===== src/rtl/ex_pkg.sv =====
`default_nettype none
// ============================================================================
//  Module   : ex_pkg
//  Purpose  : Shared encodings, state enum and ALU decode for the EX stage.
//  Revision : 1.0
// ============================================================================
package ex_pkg;

    localparam int EX_DATA_W = 64;

    localparam logic [1:0] ALUOP_ADD   = 2'b00;
    localparam logic [1:0] ALUOP_PASSB = 2'b01;
    localparam logic [1:0] ALUOP_RTYPE = 2'b10;
    localparam logic [1:0] ALUOP_RSVD  = 2'b11;

    localparam logic [10:0] OPC_ADD = 11'b10001011000;
    localparam logic [10:0] OPC_SUB = 11'b11001011000;
    localparam logic [10:0] OPC_AND = 11'b10001010000;
    localparam logic [10:0] OPC_ORR = 11'b10101010000;
    localparam logic [10:0] OPC_MUL = 11'b10011011000;

    typedef enum logic [0:0] {
        ST_IDLE = 1'b0,
        ST_MUL  = 1'b1
    } ex_state_e;

    typedef enum logic [2:0] {
        FN_ADD   = 3'd0,
        FN_SUB   = 3'd1,
        FN_AND   = 3'd2,
        FN_ORR   = 3'd3,
        FN_PASSB = 3'd4,
        FN_MUL   = 3'd5,
        FN_ILL   = 3'd6
    } alu_fn_e;

    typedef struct packed {
        logic       mem_to_reg;
        logic       reg_write;
        logic       mem_read;
        logic       mem_write;
        logic       branch;
        logic [4:0] write_reg;
    } ex_ctrl_t;

    function automatic alu_fn_e alu_decode(input logic [1:0]  aluop,
                                           input logic [10:0] opcode);
        alu_fn_e fn;
        fn = FN_ILL;
        case (aluop)
            ALUOP_ADD:   fn = FN_ADD;
            ALUOP_PASSB: fn = FN_PASSB;
            ALUOP_RTYPE: begin
                case (opcode)
                    OPC_ADD: fn = FN_ADD;
                    OPC_SUB: fn = FN_SUB;
                    OPC_AND: fn = FN_AND;
                    OPC_ORR: fn = FN_ORR;
                    OPC_MUL: fn = FN_MUL;
                    default: fn = FN_ILL;
                endcase
            end
            ALUOP_RSVD:  fn = FN_ILL;
            default:     fn = FN_ILL;
        endcase
        return fn;
    endfunction

endpackage
`default_nettype wire


===== src/rtl/ex_mul_iter.sv =====
`default_nettype none
// ============================================================================
//  Module   : ex_mul_iter
//  Purpose  : Iterative shift-add multiplier, one multiplier bit per edge.
//             Only instantiated when EX_MUL_EN is defined.
//  Revision : 1.0
// ============================================================================
module ex_mul_iter #(
    parameter int DATA_W     = 64,
    parameter int MUL_CYCLES = 64
) (
    input  logic              clk,
    input  logic              reset,
    input  logic              abort_i,
    input  logic              start_i,
    input  logic [DATA_W-1:0] a_i,
    input  logic [DATA_W-1:0] b_i,
    output logic              done_o,
    output logic [DATA_W-1:0] product_o
);

    localparam int CNT_W = (MUL_CYCLES > 1) ? $clog2(MUL_CYCLES) : 1;
    localparam logic [CNT_W-1:0] C_LAST = CNT_W'(MUL_CYCLES - 1);

    logic              busy_q;
    logic [CNT_W-1:0]  cnt_q;
    logic [DATA_W-1:0] a_sh_q;
    logic [DATA_W-1:0] b_sh_q;
    logic [DATA_W-1:0] acc_q;
    logic [DATA_W-1:0] acc_d;
    logic [DATA_W-1:0] w_addend;

    // The final partial sum is exposed combinationally so the stage can
    // register the product on the same edge as the last iteration.
    always_comb begin
        w_addend  = b_sh_q[0] ? a_sh_q : '0;
        acc_d     = acc_q + w_addend;
        done_o    = busy_q & (cnt_q == C_LAST);
        product_o = acc_d;
    end

    always_ff @(negedge clk) begin
        if (reset || abort_i) begin
            busy_q <= 1'b0;
            cnt_q  <= '0;
            a_sh_q <= '0;
            b_sh_q <= '0;
            acc_q  <= '0;
        end else if (start_i) begin
            busy_q <= 1'b1;
            cnt_q  <= '0;
            a_sh_q <= a_i;
            b_sh_q <= b_i;
            acc_q  <= '0;
        end else if (busy_q) begin
            acc_q  <= acc_d;
            a_sh_q <= a_sh_q << 1;
            b_sh_q <= b_sh_q >> 1;
            if (done_o) begin
                busy_q <= 1'b0;
                cnt_q  <= '0;
            end else begin
                cnt_q  <= cnt_q + CNT_W'(1);
            end
        end
    end

endmodule
`default_nettype wire


===== src/rtl/ex_stage.sv =====
`default_nettype none
// ============================================================================
//  Module   : ex_stage
//  Purpose  : Execute stage with EX/MEM output register, falling-edge timed.
//             Define EX_MUL_EN to build the iterative 64-bit multiplier.
//  Revision : 1.0
// ============================================================================
module ex_stage
    import ex_pkg::*;
#(
    parameter int DATA_W     = EX_DATA_W,
    parameter int MUL_CYCLES = 64
) (
    input  logic              clk,
    input  logic              reset,
    input  logic              hit,
    input  logic [DATA_W-1:0] ReadData1,
    input  logic [DATA_W-1:0] ReadData2,
    input  logic [DATA_W-1:0] SignExtendImmediate,
    input  logic              ALUSrc,
    input  logic              MemtoReg,
    input  logic              RegWrite,
    input  logic              MemRead,
    input  logic              MemWrite,
    input  logic              Branch,
    input  logic [1:0]        ALUOp,
    input  logic [4:0]        WriteReg,
    input  logic [10:0]       Opcode,
    input  logic [DATA_W-1:0] PC,
    input  logic              Flush,
    input  logic              MemReady,
    output logic              Stall,
    output logic              ValidOut,
    output logic [DATA_W-1:0] ALUResultOut,
    output logic              ZeroOut,
    output logic [DATA_W-1:0] BranchTargetOut,
    output logic              BranchTakenOut,
    output logic [DATA_W-1:0] ReadData2Out,
    output logic              MemtoRegOut,
    output logic              RegWriteOut,
    output logic              MemReadOut,
    output logic              MemWriteOut,
    output logic [4:0]        WriteRegOut,
    output logic              IllegalOut
);

`ifdef EX_MUL_EN
    localparam bit MUL_HW = (MUL_CYCLES == DATA_W);
`else
    localparam bit MUL_HW = 1'b0 && (MUL_CYCLES == DATA_W);
`endif

    ex_state_e         state_q, state_d;
    logic              valid_q;
    logic [DATA_W-1:0] result_q;
    logic              zero_q;
    logic [DATA_W-1:0] target_q;
    logic              taken_q;
    logic [DATA_W-1:0] rd2_q;
    logic              illegal_q;
    ex_ctrl_t          ctrl_q;

    alu_fn_e           w_fn;
    logic [DATA_W-1:0] w_b;
    logic [DATA_W-1:0] w_result;
    logic [DATA_W-1:0] w_target;
    logic              w_zero;
    logic              w_illegal;
    logic              w_is_mul;
    logic              w_stall;
    logic              w_accept;
    ex_ctrl_t          w_ctrl;
    logic              w_mul_done;
    logic [DATA_W-1:0] w_mul_product;

    always_comb begin
        w_b  = ALUSrc ? SignExtendImmediate : ReadData2;
        w_fn = alu_decode(ALUOp, Opcode);
        // Without multiplier hardware the MUL opcode decodes as illegal.
        if (w_fn == FN_MUL && !MUL_HW) begin
            w_fn = FN_ILL;
        end
        w_result = '0;
        case (w_fn)
            FN_ADD:   w_result = ReadData1 + w_b;
            FN_SUB:   w_result = ReadData1 - w_b;
            FN_AND:   w_result = ReadData1 & w_b;
            FN_ORR:   w_result = ReadData1 | w_b;
            FN_PASSB: w_result = w_b;
            default:  w_result = '0;
        endcase
        w_zero    = (w_result == '0);
        w_illegal = (w_fn == FN_ILL);
        w_is_mul  = (w_fn == FN_MUL);
        w_target  = PC + (SignExtendImmediate << 2);

        w_ctrl.mem_to_reg = MemtoReg;
        w_ctrl.reg_write  = RegWrite & ~w_illegal;
        w_ctrl.mem_read   = MemRead;
        w_ctrl.mem_write  = MemWrite & ~w_illegal;
        w_ctrl.branch     = Branch;
        w_ctrl.write_reg  = WriteReg;
    end

    assign w_stall  = (state_q == ST_MUL) | (valid_q & ~MemReady);
    assign w_accept = hit & ~w_stall & ~Flush;

`ifdef EX_MUL_EN
    logic w_mul_start;
    assign w_mul_start = w_accept & w_is_mul;

    ex_mul_iter #(
        .DATA_W     (DATA_W),
        .MUL_CYCLES (MUL_CYCLES)
    ) u_mul (
        .clk       (clk),
        .reset     (reset),
        .abort_i   (Flush),
        .start_i   (w_mul_start),
        .a_i       (ReadData1),
        .b_i       (w_b),
        .done_o    (w_mul_done),
        .product_o (w_mul_product)
    );
`else
    assign w_mul_done    = 1'b0;
    assign w_mul_product = '0;
`endif

    always_comb begin
        state_d = state_q;
        case (state_q)
            ST_IDLE: if (w_accept && w_is_mul) state_d = ST_MUL;
            ST_MUL:  if (w_mul_done)           state_d = ST_IDLE;
            default: state_d = ST_IDLE;
        endcase
        if (Flush) begin
            state_d = ST_IDLE;
        end
    end

    always_ff @(negedge clk) begin
        if (reset) begin
            state_q <= ST_IDLE;
        end else begin
            state_q <= state_d;
        end
    end

    // A MUL accept latches everything except the result; the result and
    // ValidOut land on the final iteration edge.
    always_ff @(negedge clk) begin
        if (reset) begin
            valid_q   <= 1'b0;
            result_q  <= '0;
            zero_q    <= 1'b0;
            target_q  <= '0;
            taken_q   <= 1'b0;
            rd2_q     <= '0;
            illegal_q <= 1'b0;
            ctrl_q    <= '0;
        end else if (Flush) begin
            valid_q   <= 1'b0;
        end else if (w_accept) begin
            ctrl_q    <= w_ctrl;
            target_q  <= w_target;
            rd2_q     <= ReadData2;
            illegal_q <= w_illegal;
            if (w_is_mul) begin
                valid_q  <= 1'b0;
            end else begin
                valid_q  <= 1'b1;
                result_q <= w_result;
                zero_q   <= w_zero;
                taken_q  <= Branch & w_zero;
            end
        end else if (w_mul_done) begin
            valid_q   <= 1'b1;
            result_q  <= w_mul_product;
            zero_q    <= (w_mul_product == '0);
            taken_q   <= ctrl_q.branch & (w_mul_product == '0);
        end else if (valid_q && MemReady) begin
            valid_q   <= 1'b0;
        end
    end

    assign Stall           = w_stall;
    assign ValidOut        = valid_q;
    assign ALUResultOut    = result_q;
    assign ZeroOut         = zero_q;
    assign BranchTargetOut = target_q;
    assign BranchTakenOut  = taken_q;
    assign ReadData2Out    = rd2_q;
    assign MemtoRegOut     = ctrl_q.mem_to_reg;
    assign RegWriteOut     = ctrl_q.reg_write;
    assign MemReadOut      = ctrl_q.mem_read;
    assign MemWriteOut     = ctrl_q.mem_write;
    assign WriteRegOut     = ctrl_q.write_reg;
    assign IllegalOut      = illegal_q;

endmodule
`default_nettype wire


===== config.mk =====
export PLATFORM = sky130hd
export DESIGN_NAME = ex_stage
export DESIGN_NICKNAME = d
export VERILOG_FILES = /design/src/rtl/ex_pkg.sv /design/src/rtl/ex_mul_iter.sv /design/src/rtl/ex_stage.sv
export SDC_FILE = /design/constraint.sdc
export NUM_CORES = 1
export LEC_CHECK = 0
export ABC_AREA = 1
export BUFFER_PORTS_ARGS = -buffer_cell sky130_fd_sc_hd__buf_2
export CAP_MARGIN = 30
export CORE_MARGIN = 3
export CORE_UTILIZATION = 62
export CTS_BUF_LIST = sky130_fd_sc_hd__clkbuf_8
export CTS_CLUSTER_SIZE = 25
export DETAILED_ROUTE_END_ITERATION = 8
export PLACE_DENSITY = 0.95
export REMOVE_ABC_BUFFERS = 1
export SKIP_CTS_REPAIR_TIMING = 1
export SYNTH_ARGS = -nofsm -noshare
export SYNTH_HDL_FRONTEND = slang
export SYNTH_SLANG_ARGS = --single-unit
export TNS_END_PERCENT = 50

===== constraint.sdc =====
create_clock -name clk -period 6.4 [get_ports clk]
set_input_delay 0.32 -clock clk [delete_from_list [all_inputs] [get_ports clk]]
set_output_delay 0.32 -clock clk [all_outputs]
set_load 0.02 [all_outputs]

==> flow_summary.json, run 1 <==
{
  "die_w_um": 194,
  "cts_sinks": 206,
  "grt.overflow.total": 1173,
  "grt_pass1_vias": 45551,
  "grt_pass1_wl_um": 283000,
  "place_ws_ps": -2410,
  "stop_error": "[ERROR GRT-0116] Global routing finished with congestion. Check the congestion regions in the DRC Viewer.",
  "routabilityCongestion": 1.21,
  "die_h_um": 194,
  "clock_path_buffers": 3,
  "synth_seq_cells": 206,
  "status": "did not finish",
  "clock-root-buffer": "clkbuf_8",
  "synth_ff_type": "dfxtp_1",
  "haltStage": "global routing (5_1_grt)",
  "grt_max_degree": 127,
  "netlist_area_um2": 22000,
  "synth_edf_count": 0,
  "synth.distinct_cells": 56,
  "rows": 68,
  "synthCells": 3870,
  "syn_avg_cell_area_um2": 5.68,
  "ys_seq_area_share_pct": 18.8,
  "boundaryPins": 491,
  "port_buffers": 490,
  "cts_buffers": 41,
  "ys_warn_count": 0,
  "grt_usage_pct": 94.3,
  "htreeDepth": 2,
  "place_hpwl_um": 94700,
  "synth_async_sr_flop_share_pct": 0,
  "initial_utilization_pct": 63.3
}
## cells by family after synthesis
family | Yosys count | share of synthesized area [%]
adders and majority gates | 129 | 7.41
and+or+nand+nor | 1942 | 37.0
DFF | 206 | 18.8
xor gates and xnor gates | 114 | 4.54
AOI/OAI and AO/OA | 739 | 19.1
buffers and inverters | 737 | 13.0
muxes | 3 | 0.137
## synthesized netlist by cell type, types with 4 or more instances
master	number	area [µm²]
o21ai_2	14	123
buf_6	8	90.1
o21ai_1	11	55.1
ha_1	127	1590
inv_2	12	45.0
nand3b_1	14	105
buf_4	4	30.0
nor4_1	11	68.8
a31oi_1	30	188
o22ai_1	4	25.0
clkbuf_1	81	304
nand2_2	7	43.8
or2_1	20	125
nor3_2	6	60.1
a21o_1	11	82.6
buf_2	14	70.1
o21a_1	18	135
nor3_1	20	100
o211ai_1	29	218
nor2_2	13	81.3
o21bai_1	63	473
nand2_1	1036	3890
buf_1	4	15.0
a21boi_0	6	45.0
inv_1	612	2300
xnor2_1	27	236
o221ai_1	11	96.3
dfxtp_1	206	4120
a21oi_1	298	1490
or2_2	30	188
o21ai_0	230	1150
nand4_1	71	444
and2_1	8	50.1
nand3_1	184	921
nor2_1	507	1900
xor2_1	87	762
## per-layer routing
metal	GRT usage, %	overflow
met3	86.8	91
met2	105	628
met5	69.3	12
met4	98.2	362
met1	90.3	80
## metrics by stage
step / area [µm²] / std cells / hold slack (ps) / utilization (%)
floorplan: 21500 / 3758 / 434 / -
global placement: 29200 / 5306 / 448 / 84.0
CTS: 30700 / 5577 / 461 / 88.4
detailed placement: 29200 / 5306 / 455 / 84.0
==> run 2, diff against run 1 <==
--- a/config.mk
+++ b/config.mk
@@ -9,11 +9,9 @@
 export BUFFER_PORTS_ARGS = -buffer_cell sky130_fd_sc_hd__buf_2
 export CAP_MARGIN = 30
 export CORE_MARGIN = 3
-export CORE_UTILIZATION = 62
-export CTS_BUF_LIST = sky130_fd_sc_hd__clkbuf_8
-export CTS_CLUSTER_SIZE = 25
+export CORE_UTILIZATION = 40
 export DETAILED_ROUTE_END_ITERATION = 8
-export PLACE_DENSITY = 0.95
+export PLACE_DENSITY_LB_ADDON = 0.15
 export REMOVE_ABC_BUFFERS = 1
 export SKIP_CTS_REPAIR_TIMING = 1
 export SYNTH_ARGS = -nofsm -noshare
==> run 2 against run 1 <==
Against the previous run:
- synthesized cell count stayed put
- area after synthesis stayed put
- the flow now finishes, with violations (setup timing)
==> flow_summary.json, run 2 <==
{
  "status": "finished with violations",
  "violations": "setup timing",
  "synth_seq_cells": 206,
  "final_cell_area_um2": 34200,
  "post_drt_wl_per_cell_um": 18.4,
  "area_growth_pct": 55.7,
  "mostFrequentLayoutCells": "961 x nand2_1, 805 x inv_1, 748 x buf_4",
  "clkSlewWorstSetupHoldPaths_ps": 30,
  "maxSlewViolCount": 0,
  "holdCritPathClass": "reg -> reg",
  "grt_usage_pct": 35.8,
  "fin_ws_ps": -1470,
  "maxCapViolations": 0,
  "rows": 85,
  "ys_seq_area_share_pct": 18.8,
  "die_w_um": 240,
  "synthCells": 3870,
  "die_area_um2": 57800,
  "synth.distinct_cells": 56,
  "grt.overflow.total": 0,
  "synth_top_area_cell": "dfxtp_1",
  "htreeDepth": 1,
  "boundaryPins": 491,
  "cp-start-kind": "primary input",
  "cts_tree": "yes",
  "cts_buffers": 26,
  "synth_async_sr_flop_share_pct": 0,
  "clock-root-buffer": "clkbuf_16",
  "mostFrequentLayoutCell": "nand2_1",
  "critPathMaxFanout": 6,
  "dr_total_vias": 30835,
  "drt-total-wl_um": 110000,
  "grt_max_degree": 115,
  "yosysTopAreaCellShare_pct": 18.8,
  "worst_slew_pin_slew_ps": 758,
  "initial_utilization_pct": 40.6,
  "synth_commonest_cells": "1036 x nand2_1, 612 x inv_1, 507 x nor2_1",
  "cts_sinks": 206,
  "synth_edf_count": 0,
  "ys_warn_count": 0,
  "worst_ep_arrival_time_ps": 5200,
  "grt_pass1_wl_um": 160000,
  "slowest_delay_ps": 310,
  "core_um2": 54100,
  "yosysMostFrequentCell": "nand2_1",
  "die_h_um": 240,
  "cp_common_cell": "nand2_2",
  "p_leak_nw": 19.3,
  "drc": 0,
  "port_buffers": 490,
  "required_ps": 3730,
  "placed_area_um2": 30700,
  "synth.area.top_cells": "dfxtp_1 19%, nand2_1 18%, inv_1 10%",
  "netlist_area_um2": 22000,
  "first_pass_iters": 8,
  "synth_ff_type": "dfxtp_1",
  "crit_slowest_cell": "nor4_2",
  "nNetsFinal": 5674,
  "finalHoldViolations": 0,
  "place_hpwl_um": 90600,
  "syn_avg_cell_area_um2": 5.68,
  "drive_above_1_share_pct": 32.9,
  "via_per_inst": 5.15,
  "routabilityCongestion": 1.04,
  "antenna_found_initial": 15,
  "end_kind": "register",
  "powerDensity_nw_per_um2": 184,
  "clock_path_buffers": 3,
  "setup_viol": 63,
  "peakVddDrop_v": 0.000214,
  "rsz0062_at_grt": "yes",
  "antenna_left": 0,
  "grt_pass1_vias": 28780,
  "drt_iter0_markers": 2920,
  "place_ws_ps": -2240,
  "maxSlewHeadroom_pct": 49.5,
  "clk-insertion-delay-late_ps": 620,
  "skew_ps": 37.4,
  "path_class": "in -> reg"
}
-- run 2: layout make-up --
| cell class | instances | area [µm²] |
|---|---|---|
| inverters | 624 | 2350 |
| well taps | 696 | 871 |
| repair buffers | 1269 | 8590 |
| clock buffers | 27 | 676 |
| fillers | 5314 | 19900 |
| diodes | 12 | 30.0 |
| multi-input cells | 2927 | 16600 |
| clock inverters | 224 | 968 |
| flip-flops and latches | 206 | 4120 |
-- run 2: layer usage --
layer / global-route usage, % / routed length, µm / up-vias
met5: 0 / 57 / -
met2: 57.1 / 49600 / 1389
met3: 7.41 / 9660 / 239
li1: - / - / 15159
met1: 47.6 / 46800 / 14040
met4: 13.8 / 4270 / 8
-- run 2: worst max-delay path, delay by kind of cell --
kind | cells | cell delay [ps]
compound gates | 3 | 470
simple gates | 24 | 3110
xor+xnor | 1 | 210
fa+ha+maj | 2 | 370
buf+inv | 6 | 730
-- run 2: through the flow --
step	utilization, %	cells	TNS [ps]	power [mW]	hold slack [ps]
after global placement	56.6	5695	-84830	4.12	449
after floorplan	-	3758	-1223480	2.86	434
after detailed placement	56.6	5695	-86630	4.12	453
after CTS	59.7	5945	-48460	6.05	457
after global routing	63.2	5983	-59640	6.69	470
final	63.2	5985	-43410	6.30	459
-- run 2: logic make-up (layout without fill, tap and decap cells) --
group                      count (synthesis)  in the layout  synth area share (%)
other                                      0             12                     0
and+or+nand+nor                         1942           1942                  37.0
AOI/OAI and AO/OA                        739            739                  19.1
xor gates and xnor gates                 114            114                  4.54
buffers and inverters                    737           2144                  13.0
DFF                                      206            206                  18.8
adders and majority gates                129            129                  7.41
muxes                                      3              3                 0.137
-- run 2: worst paths after layout --
path | from | to | slack [ps] | cells past startpoint
max | ALUSrc | BranchTakenOut$_SDFFE_NP0P_ | -1470 | 36
min | ReadData2Out[18]$_SDFFE_NP0P_ | ReadData2Out[18]$_SDFFE_NP0P_ | 460 | 2
max reg2reg | ValidOut$_SDFFE_NP0P_ | BranchTakenOut$_SDFFE_NP0P_ | 4140 | 13
min reg2reg | ReadData2Out[18]$_SDFFE_NP0P_ | ReadData2Out[18]$_SDFFE_NP0P_ | 460 | 2
-- run 2: report_power, final --
part	leakage (nW)	switching (mW)	internal (mW)
registers	1.69	0.0427	1.37
logic	16.1	1.63	1.17
clock network	1.54	0.986	1.10
(Power assumes the default switching activity.)
==> run 3, diff against run 2 <==
--- a/config.mk
+++ b/config.mk
@@ -17,4 +17,4 @@
 export SYNTH_ARGS = -nofsm -noshare
 export SYNTH_HDL_FRONTEND = slang
 export SYNTH_SLANG_ARGS = --single-unit
-export TNS_END_PERCENT = 50
+export TNS_END_PERCENT = 10
==> run 3 against run 2 <==
Against the previous run:
- the run still ends with setup timing left
- first-iteration DRC count is 4.1% lower
- combinational power hardly changed
- highest routed layer unchanged
- register-to-register slack hardly changed
- via count is 0.47% lower
- utilization is 0.12 points lower
- sequential share of layout area hardly changed
- global-route usage stayed put
- routed wire length is 0.26% lower
- sequential cell count stayed put
- die area stayed put
- sequential power hardly changed
- critical path depth is 2 lower
==> flow_summary.json, run 3 (synthesis results as in run 2) <==
{
  "grt_max_degree": 115,
  "setup_viol": 59,
  "rsz0062_at_grt": "yes",
  "grt_usage_pct": 35.8,
  "core_um2": 54100,
  "utilization_pct": 63.1,
  "p_leak_nw": 19.3,
  "antenna_left": 0,
  "via_per_inst": 5.14,
  "clock-root-buffer": "clkbuf_16",
  "clock_path_buffers": 3,
  "cp_common_cell": "nand2_1",
  "finalHoldViolations": 0,
  "p_total_mw": 6.29,
  "peakVddDrop_v": 0.000213,
  "worst_ep_arrival_time_ps": 5110,
  "seqPwrFrac_pct": 22.5,
  "setup-tns-final_ps": -41210,
  "p_int_mw": 3.64,
  "end_kind": "register",
  "fillCellCount": 5311,
  "cts_sinks": 206,
  "place_hpwl_um": 90600,
  "area_growth_pct": 55.4,
  "power_frac_comb_pct": 44.4,
  "violations": "setup timing",
  "dr_total_vias": 30689,
  "holdCritPathClass": "reg -> reg",
  "die_w_um": 240,
  "cp-start-kind": "primary input",
  "fin_ws_ps": -1370,
  "first_pass_iters": 8,
  "die_area_um2": 57800,
  "rows": 85,
  "post_drt_wl_per_cell_um": 18.4,
  "switchingPower_mw": 2.66,
  "cts_buffers": 26,
  "mostFrequentLayoutCell": "nand2_1",
  "drt_iter0_markers": 2801,
  "drt-total-wl_um": 110000,
  "worst_slew_pin_slew_ps": 748,
  "status": "finished with violations",
  "cts_tree": "yes",
  "clk-insertion-delay-late_ps": 620,
  "required_ps": 3730,
  "clkPwrFrac_pct": 33.1,
  "mostFrequentLayoutCells": "959 x nand2_1, 809 x inv_1, 747 x buf_4",
  "clkSlewWorstSetupHoldPaths_ps": 30,
  "swShare_pct": 42.2,
  "die_h_um": 240,
  "grt_pass1_wl_um": 160000,
  "boundaryPins": 491,
  "initial_utilization_pct": 40.6,
  "path_class": "in -> reg",
  "maxSlewViolCount": 0,
  "htreeDepth": 1,
  "drive_above_1_share_pct": 32.8,
  "grt_pass1_vias": 28780,
  "crit_slowest_cell": "xor2_2",
  "port_buffers": 490,
  "slowest_delay_ps": 320,
  "skew_ps": 37.7,
  "grt.overflow.total": 0,
  "maxCapViolations": 0,
  "nNetsFinal": 5666,
  "drc": 0,
  "critPathMaxFanout": 6,
  "maxSlewHeadroom_pct": 50.1,
  "routabilityCongestion": 1.04,
  "worstHoldPathCells": 2,
  "powerDensity_nw_per_um2": 184,
  "antenna_found_initial": 14,
  "r2r_cells": 13
}
run 3: worst max-delay path: cells and delay by family:
kind	cells	cell delay, ps
compound gates	4	660
xor+xnor	1	320
fa+ha+maj	2	400
buf+inv	4	450
simple gates	23	2930
run 3: cell type report:
class	count	area, µm²	share of cell area, %
clock buffers	27	676	1.98
diodes	11	27.5	0.0806
inverters	624	2350	6.89
multi-input cells	2927	16600	48.7
flip-flops and latches	206	4120	12.1
clock inverters	224	968	2.84
repair buffers	1261	8500	24.9
well taps	696	871	2.55
run 3: final timing paths:
kind         slack [ps]                           from                       endpoint
max reg2reg        4150          ValidOut$_SDFFE_NP0P_    BranchTakenOut$_SDFFE_NP0P_
max               -1370                         ALUSrc    BranchTakenOut$_SDFFE_NP0P_
min                 460  ReadData2Out[21]$_SDFFE_NP0P_  ReadData2Out[21]$_SDFFE_NP0P_
min reg2reg         460  ReadData2Out[21]$_SDFFE_NP0P_  ReadData2Out[21]$_SDFFE_NP0P_
run 3: power by group through the flow:
stage / registers (mW) / clock network (mW) / logic [mW]
global placement: 1.43 / 0.195 / 2.50
finish: 1.42 / 2.08 / 2.79
global route: 1.42 / 2.26 / 3.01
detailed placement: 1.43 / 0.195 / 2.50
floorplan: 1.53 / 0.195 / 1.14
CTS: 1.41 / 2.12 / 2.51
run 3: metal layers:
metal / wire length, µm / up-vias / GRT usage [%] / share of wire [%]
met5: 58 / - / 0 / 0.053
met1: 46700 / 13946 / 47.6 / 42
met2: 49300 / 1364 / 57.1 / 45
li1: - / 15131 / - / -
met4: 4220 / 8 / 13.8 / 3.8
met3: 9740 / 240 / 7.41 / 8.8
run 3: stage by stage:
| stage | hold WS, ps | instance area, µm² | std cells | worst slack [ps] |
|---|---|---|---|---|
| after floorplan | 434 | 21500 | 3758 | -6310 |
| after global placement | 449 | 30700 | 5695 | -2230 |
| after detailed placement | 453 | 30700 | 5695 | -2240 |
| after CTS | 457 | 32300 | 5945 | -1650 |
| after global routing | 470 | 34200 | 5974 | -1700 |
| final | 458 | 34200 | 5976 | -1370 |
